File: config.mk
export PLATFORM = sky130hd
export DESIGN_NAME = ldpc_code_serializer
export DESIGN_NICKNAME = d
export VERILOG_FILES = /design/src/rtl/ldpc_pkg.sv /design/src/rtl/ldpc_code_fifo.sv /design/src/rtl/ldpc_code_serializer.sv
export SDC_FILE = /design/constraint.sdc
export NUM_CORES = 1
export LEC_CHECK = 0
export ABC_AREA = 0
export CORE_AREA = 3 3 78 80
export DETAILED_ROUTE_END_ITERATION = 12
export DIE_AREA = 0 0 81 83
export PLACE_DENSITY = 0.9
export SLEW_MARGIN = 20
export SYNTH_ARGS = -nofsm -noshare
export SYNTH_HDL_FRONTEND = slang
export SYNTH_SLANG_ARGS = --single-unit
File: constraint.sdc
create_clock -name clk -period 3.9 [get_ports clk]
set_input_delay 0.78 -clock clk [delete_from_list [all_inputs] [get_ports clk]]
set_output_delay 0.78 -clock clk [all_outputs]
set_load 0.02 [all_outputs]
File: src/rtl/ldpc_pkg.sv
// Shared constants and types for the LDPC encoder back end.
//   CODE_W      : codeword width in bits
//   MSG_W       : message width in bits
//   ser_state_e : serializer FSM state encoding
//   even_parity : XOR reduction of a codeword
package ldpc_pkg;

  localparam int unsigned CODE_W = 12;
  localparam int unsigned MSG_W  = 4;

  typedef enum logic [1:0] {
    IDLE   = 2'd0,
    SHIFT  = 2'd1,
    PARITY = 2'd2
  } ser_state_e;

  // Even parity bit: makes the total number of ones in word+parity even.
  function automatic logic even_parity(input logic [CODE_W-1:0] word);
    return ^word;
  endfunction

endpackage

File: src/rtl/ldpc_code_fifo.sv
// Synchronous codeword FIFO with registered level and ready.
//   clk, rst : clock, asynchronous active-high reset
//   push     : write request; accepted only while ready is high
//   wr_data  : word to write
//   pop      : read request; honoured only while level > 0
//   rd_data  : head word (valid while level > 0)
//   level    : registered occupancy, 0..DEPTH
//   ready    : registered !full
module ldpc_code_fifo #(
  parameter  int unsigned WIDTH = 12,
  parameter  int unsigned DEPTH = 4,
  localparam int unsigned PTR_W = $clog2(DEPTH),
  localparam int unsigned LVL_W = PTR_W + 1
) (
  input  logic             clk,
  input  logic             rst,
  input  logic             push,
  input  logic [WIDTH-1:0] wr_data,
  input  logic             pop,
  output logic [WIDTH-1:0] rd_data,
  output logic [LVL_W-1:0] level,
  output logic             ready
);

  logic [WIDTH-1:0] mem [DEPTH];
  logic [PTR_W:0]   wr_ptr_q, wr_ptr_d;
  logic [PTR_W:0]   rd_ptr_q, rd_ptr_d;
  logic [LVL_W-1:0] level_q, level_d;
  logic             ready_q, ready_d;
  logic             push_ok;
  logic             pop_ok;

  // Both qualifiers use registered state only, so a full FIFO never
  // accepts even when popped in the same cycle.
  assign push_ok = push && ready_q;
  assign pop_ok  = pop && (level_q != '0);

  always_comb begin
    wr_ptr_d = wr_ptr_q;
    rd_ptr_d = rd_ptr_q;
    level_d  = level_q;
    if (push_ok) wr_ptr_d = wr_ptr_q + (PTR_W+1)'(1);
    if (pop_ok)  rd_ptr_d = rd_ptr_q + (PTR_W+1)'(1);
    case ({push_ok, pop_ok})
      2'b10:   level_d = level_q + LVL_W'(1);
      2'b01:   level_d = level_q - LVL_W'(1);
      default: level_d = level_q;
    endcase
    ready_d = (level_d != LVL_W'(DEPTH));
  end

  always_ff @(posedge clk or posedge rst) begin
    if (rst) begin
      wr_ptr_q <= '0;
      rd_ptr_q <= '0;
      level_q  <= '0;
      ready_q  <= 1'b1;
    end else begin
      wr_ptr_q <= wr_ptr_d;
      rd_ptr_q <= rd_ptr_d;
      level_q  <= level_d;
      ready_q  <= ready_d;
    end
  end

  // Storage needs no reset; level gates every read.
  always_ff @(posedge clk) begin
    if (push_ok) mem[wr_ptr_q[PTR_W-1:0]] <= wr_data;
  end

  assign rd_data = mem[rd_ptr_q[PTR_W-1:0]];
  assign level   = level_q;
  assign ready   = ready_q;

endmodule

File: src/rtl/ldpc_code_serializer.sv
// Buffers CODE_W-bit codewords and shifts them out MSB-first, one bit per
// ser_en cycle, with start/end-of-frame markers.
// Build option: define LDPC_SER_PARITY_EN to append an even-parity bit to
// each frame (frame = CODE_W+1 bits, eof on the parity bit).
//   clk, rst   : clock, asynchronous active-high reset
//   code_in    : codeword from encoder
//   code_valid : code_in valid
//   code_ready : FIFO can accept (registered)
//   ser_en     : bit-rate enable
//   ser_bit    : serial data bit (holds while ser_en=0)
//   ser_valid  : ser_bit is a frame bit this cycle
//   ser_sof    : first bit of a frame
//   ser_eof    : last bit of a frame
//   fifo_level : FIFO occupancy
module ldpc_code_serializer
  import ldpc_pkg::*;
#(
  parameter  int unsigned FIFO_DEPTH = 4,
  localparam int unsigned LVL_W      = $clog2(FIFO_DEPTH) + 1
) (
  input  logic              clk,
  input  logic              rst,
  input  logic [CODE_W-1:0] code_in,
  input  logic              code_valid,
  output logic              code_ready,
  input  logic              ser_en,
  output logic              ser_bit,
  output logic              ser_valid,
  output logic              ser_sof,
  output logic              ser_eof,
  output logic [LVL_W-1:0]  fifo_level
);

  localparam int unsigned CNT_W = $clog2(CODE_W);

  ser_state_e        state_q, state_d;
  logic [CODE_W-1:0] shreg_q, shreg_d;
  logic [CNT_W-1:0]  cnt_q, cnt_d;
  logic              par_q, par_d;
  logic              bit_q, bit_d;
  logic              valid_q, valid_d;
  logic              sof_q, sof_d;
  logic              eof_q, eof_d;

  logic              pop;
  logic              has_data;
  logic              frame_done;
  logic [CODE_W-1:0] head;
  logic [LVL_W-1:0]  level;

  ldpc_code_fifo #(
    .WIDTH (CODE_W),
    .DEPTH (FIFO_DEPTH)
  ) u_fifo (
    .clk     (clk),
    .rst     (rst),
    .push    (code_valid),
    .wr_data (code_in),
    .pop     (pop),
    .rd_data (head),
    .level   (level),
    .ready   (code_ready)
  );

  assign has_data = (level != '0);

  // Next-state, shift register and output-register logic.
  always_comb begin
    state_d    = state_q;
    shreg_d    = shreg_q;
    cnt_d      = cnt_q;
    par_d      = par_q;
    bit_d      = bit_q;
    valid_d    = 1'b0;
    sof_d      = 1'b0;
    eof_d      = 1'b0;
    pop        = 1'b0;
    frame_done = 1'b0;

    case (state_q)
      IDLE: begin
        if (ser_en) bit_d = 1'b0;
      end
      SHIFT: begin
        if (ser_en) begin
          bit_d   = shreg_q[CODE_W-1];
          valid_d = 1'b1;
          sof_d   = (cnt_q == '0);
          shreg_d = {shreg_q[CODE_W-2:0], 1'b0};
          cnt_d   = cnt_q + CNT_W'(1);
          if (cnt_q == CNT_W'(CODE_W - 1)) begin
`ifdef LDPC_SER_PARITY_EN
            state_d = PARITY;
`else
            eof_d      = 1'b1;
            frame_done = 1'b1;
`endif
          end
        end
      end
`ifdef LDPC_SER_PARITY_EN
      PARITY: begin
        if (ser_en) begin
          bit_d      = par_q;
          valid_d    = 1'b1;
          eof_d      = 1'b1;
          frame_done = 1'b1;
        end
      end
`endif
      default: state_d = IDLE;
    endcase

    // Load from IDLE, or reload at a frame boundary so frames run gap-free.
    if ((state_q == IDLE || frame_done) && has_data) begin
      pop     = 1'b1;
      shreg_d = head;
      par_d   = even_parity(head);
      cnt_d   = '0;
      state_d = SHIFT;
    end else if (frame_done) begin
      state_d = IDLE;
    end
  end

  always_ff @(posedge clk or posedge rst) begin
    if (rst) begin
      state_q <= IDLE;
      shreg_q <= '0;
      cnt_q   <= '0;
      par_q   <= 1'b0;
      bit_q   <= 1'b0;
      valid_q <= 1'b0;
      sof_q   <= 1'b0;
      eof_q   <= 1'b0;
    end else begin
      state_q <= state_d;
      shreg_q <= shreg_d;
      cnt_q   <= cnt_d;
      par_q   <= par_d;
      bit_q   <= bit_d;
      valid_q <= valid_d;
      sof_q   <= sof_d;
      eof_q   <= eof_d;
    end
  end

  assign ser_bit    = bit_q;
  assign ser_valid  = valid_q;
  assign ser_sof    = sof_q;
  assign ser_eof    = eof_q;
  assign fifo_level = level;

endmodule

==> impl_metrics.py <==
metrics = {
    "run_status": {
        "status": "finished, final reports clean",
    },
    "worst_setup_path": {
        "arrival_ns": 3.00,
        "r2r-end": "u_fifo.level[2]",
        "required_ns": 4.13,
        "start_kind": "input port",
        "r2r-start": "cnt_q[1]",
        "r2r_slack_ns": 1.56,
        "cp_max_fo": 5,
        "slowest_stage": "clkdlybuf4s50_1",
        "crit_buf_inv": 2,
        "max_stage_delay_ns": 0.63,
        "cp_top_family": "buffers and inverters",
        "cp.depth": 9,
        "reg2regPathDepth": 9,
        "critPathLaunch": "ser_en",
        "path_cells": "clkdlybuf4s50_1 > nand4b_4 > a21oi_4 > ha_1 > inv_1 > fa_1 > xor2_1 > o21a_1 > or2_2",
        "endpoint_kind": "flip-flop",
        "critical_path_class": "input port to flip-flop",
    },
    "layout": {
        "final_util": 0.671,
        "num-fill-cells": 382,
        "fin_area_mm2": 0.00367,
        "drive_gt1_frac": 0.256,
        "nNetsFinal": 234,
        "fin_cells": 287,
        "diodes": 0,
        "area.growth.synth_to_final_pct": 14.0,
    },
    "logic_synthesis": {
        "syn_avg_cell_area_um2": 17.9,
        "synth_cell_type_count": 35,
        "yosys.area.top_type": "edfxtp_1",
        "syn-cell-area_mm2": 0.00322,
        "yosys_register_bits": 77,
        "ys_warn_count": 0,
        "async_flop_share": 0.377,
        "synth_top_area_share": 0.448,
        "synth-edff-count": 48,
        "ys_seq_area_frac": 0.673,
        "synth-main-ff-cell": "edfxtp_1",
        "syn_nets": 204,
        "yosysMostFrequentCell": "edfxtp_1",
        "synthCells": 180,
        "synth_common_cells": "48 x edfxtp_1, 28 x dfrtp_1, 18 x mux2_2",
        "synth_area_leaders": "edfxtp_1 45%, dfrtp_1 22%, mux4_2 7.0%",
    },
    "timing": {
        "rsz0062_at_grt": "false",
        "min_period_over_period": 0.711,
        "setup_slack_ns": 1.13,
        "clock_skew_ns": 0.00994,
        "setup_tns_ns": 0,
        "slew_headroom": 0.463,
        "finalSetupViolCount": 0,
        "final-hold-violation-count": 0,
        "slew_viol_final": 0,
        "final.min_clock_period_ns": 2.77,
        "hold_ws_ns": 0.521,
        "worst_pin_slew_ns": 0.805,
        "max_freq_ghz": 0.361,
    },
    "die": {
        "die_area_mm2": 0.00672,
        "start_util": 0.588,
        "die_h_um": 83,
        "core_mm2": 0.00547,
        "io_pins": 24,
        "rows": 27,
        "die_width_um": 81,
    },
    "clock_tree": {
        "cts_buffers": 9,
        "cts_buffer_depth": 2,
        "hold_buffers": 0,
        "clock_latency_ns": 0.34,
        "htree_levels": 3,
        "post_cts_resized": 0,
        "cts_sinks": 77,
        "cts_tree": "done",
        "cts.clk_slew.worst_paths_ns": 0.08,
        "post_cts_buffers": 0,
        "root_buffer": "clkbuf_8",
    },
    "global_routing": {
        "grt_usage": 0.162,
        "grt_pass1_vias": 1606,
        "grt_max_degree": 30,
        "grt_pass1_wl_um": 7820,
        "grt_overflow": 0,
        "antenna_found_initial": 0,
    },
    "route": {
        "viasPerCell": 5.45,
        "via_count": 1564,
        "drt-pass1-iter-count": 4,
        "drc": 0,
        "ant_nets": 0,
        "wire_per_inst_um": 16.8,
        "drt_iter0_markers": 79,
        "totalWireLength_um": 4810,
    },
    "placement": {
        "dp_slack_ns": 0.752,
        "place_hpwl_um": 3160,
        "placed_area_mm2": 0.00350,
        "place.port_buffers": 23,
        "placedCellCount": 271,
        "gp_congestion": 0.758,
    },
    "power_and_ir_drop": {
        "total_power_mw": 2.35,
        "power-per-cell-area_mw_per_mm2": 639,
        "vdd_drop_max_uv": 313,
        "leakage_nw": 1.44,
    },
    "job": {
        "cap_violations": 0,
    },
    "hold_path": {
        "holdPathStages": 1,
        "min-delay-start": "ser_bit",
        "hold_class": "flip-flop to flip-flop",
        "min_delay_worst_endpoint": "ser_bit",
    },
}
final cells by class:
class | count | area [um2] | share of cell area
clock buffers | 12 | 145 | 0.0395
well taps | 72 | 90.1 | 0.0245
repair buffers | 24 | 238 | 0.0648
flip-flops and latches | 77 | 2170 | 0.591
multi-input cells | 86 | 961 | 0.262
inverters | 12 | 45.0 | 0.0123
clock inverters | 4 | 23.8 | 0.00648
worst max-delay path by stage:
| stage | endpoint |
|---|---|
| 2_1_floorplan | u_fifo.level[2] |
| 3_3_place_gp | u_fifo.level[2] |
| 3_5_place_dp | u_fifo.level[2] |
| 4_1_cts | u_fifo.level[2] |
| 5_1_grt | u_fifo.level[2] |
| 6_report | u_fifo.level[2] |
sequential cells by signal (all words and copies together) (netlist names):
signal / flops
u_fifo.wr_ptr_q: 2
ser_eof: 1
u_fifo.ready: 1
u_fifo.mem: 48
state_q: 1
u_fifo.level: 3
ser_bit: 1
ser_valid: 1
ser_sof: 1
cnt_q: 4
u_fifo.rd_ptr_q: 2
shreg_q: 12
layer usage:
metal  share of wire  GRT usage  vias to the layer above
li1                -          -                      735
met1            0.44      0.206                      786
met2            0.49      0.248                       31
met3           0.038     0.0401                       12
met4           0.033     0.0998                        0
met5               0          0                        -
power by group:
group	internal, mW	switching (mW)
combinational	0.332	0.269
clock	0.247	0.269
sequential	1.08	0.153
placed cells by master, fill, tap and decap left out, types with 4 or more instances in the layout:
cell,instances
edfxtp_1,48
dfrtp_1,28
clkdlybuf4s50_1,23
mux2_2,18
inv_1,11
mux4_2,10
clkbuf_8,10
nand2_1,7
ha_1,7
mux2_4,5
xnor2_1,4
and3_1,4
worst register-to-register path: stages (launching register included):
cell,delay (ns)
dfrtp_1,0.41
ha_1,0.25
nand4b_4,0.15
a21oi_4,0.18
ha_1,0.19
inv_1,0.06
fa_1,0.37
xor2_1,0.16
o21a_1,0.17
or2_2,0.28
cell families after synthesis:
logic type | Yosys count | share of synthesized area
flip-flops | 77 | 0.673
multiplexers | 36 | 0.176
AND/OR/NAND/NOR | 26 | 0.0501
buffers and inverters | 17 | 0.0284
AO/OA/AOI/OAI | 9 | 0.0202
adder cells (fa/ha/maj) | 8 | 0.0334
XOR/XNOR | 7 | 0.0190
(Power assumes the default switching activity.)
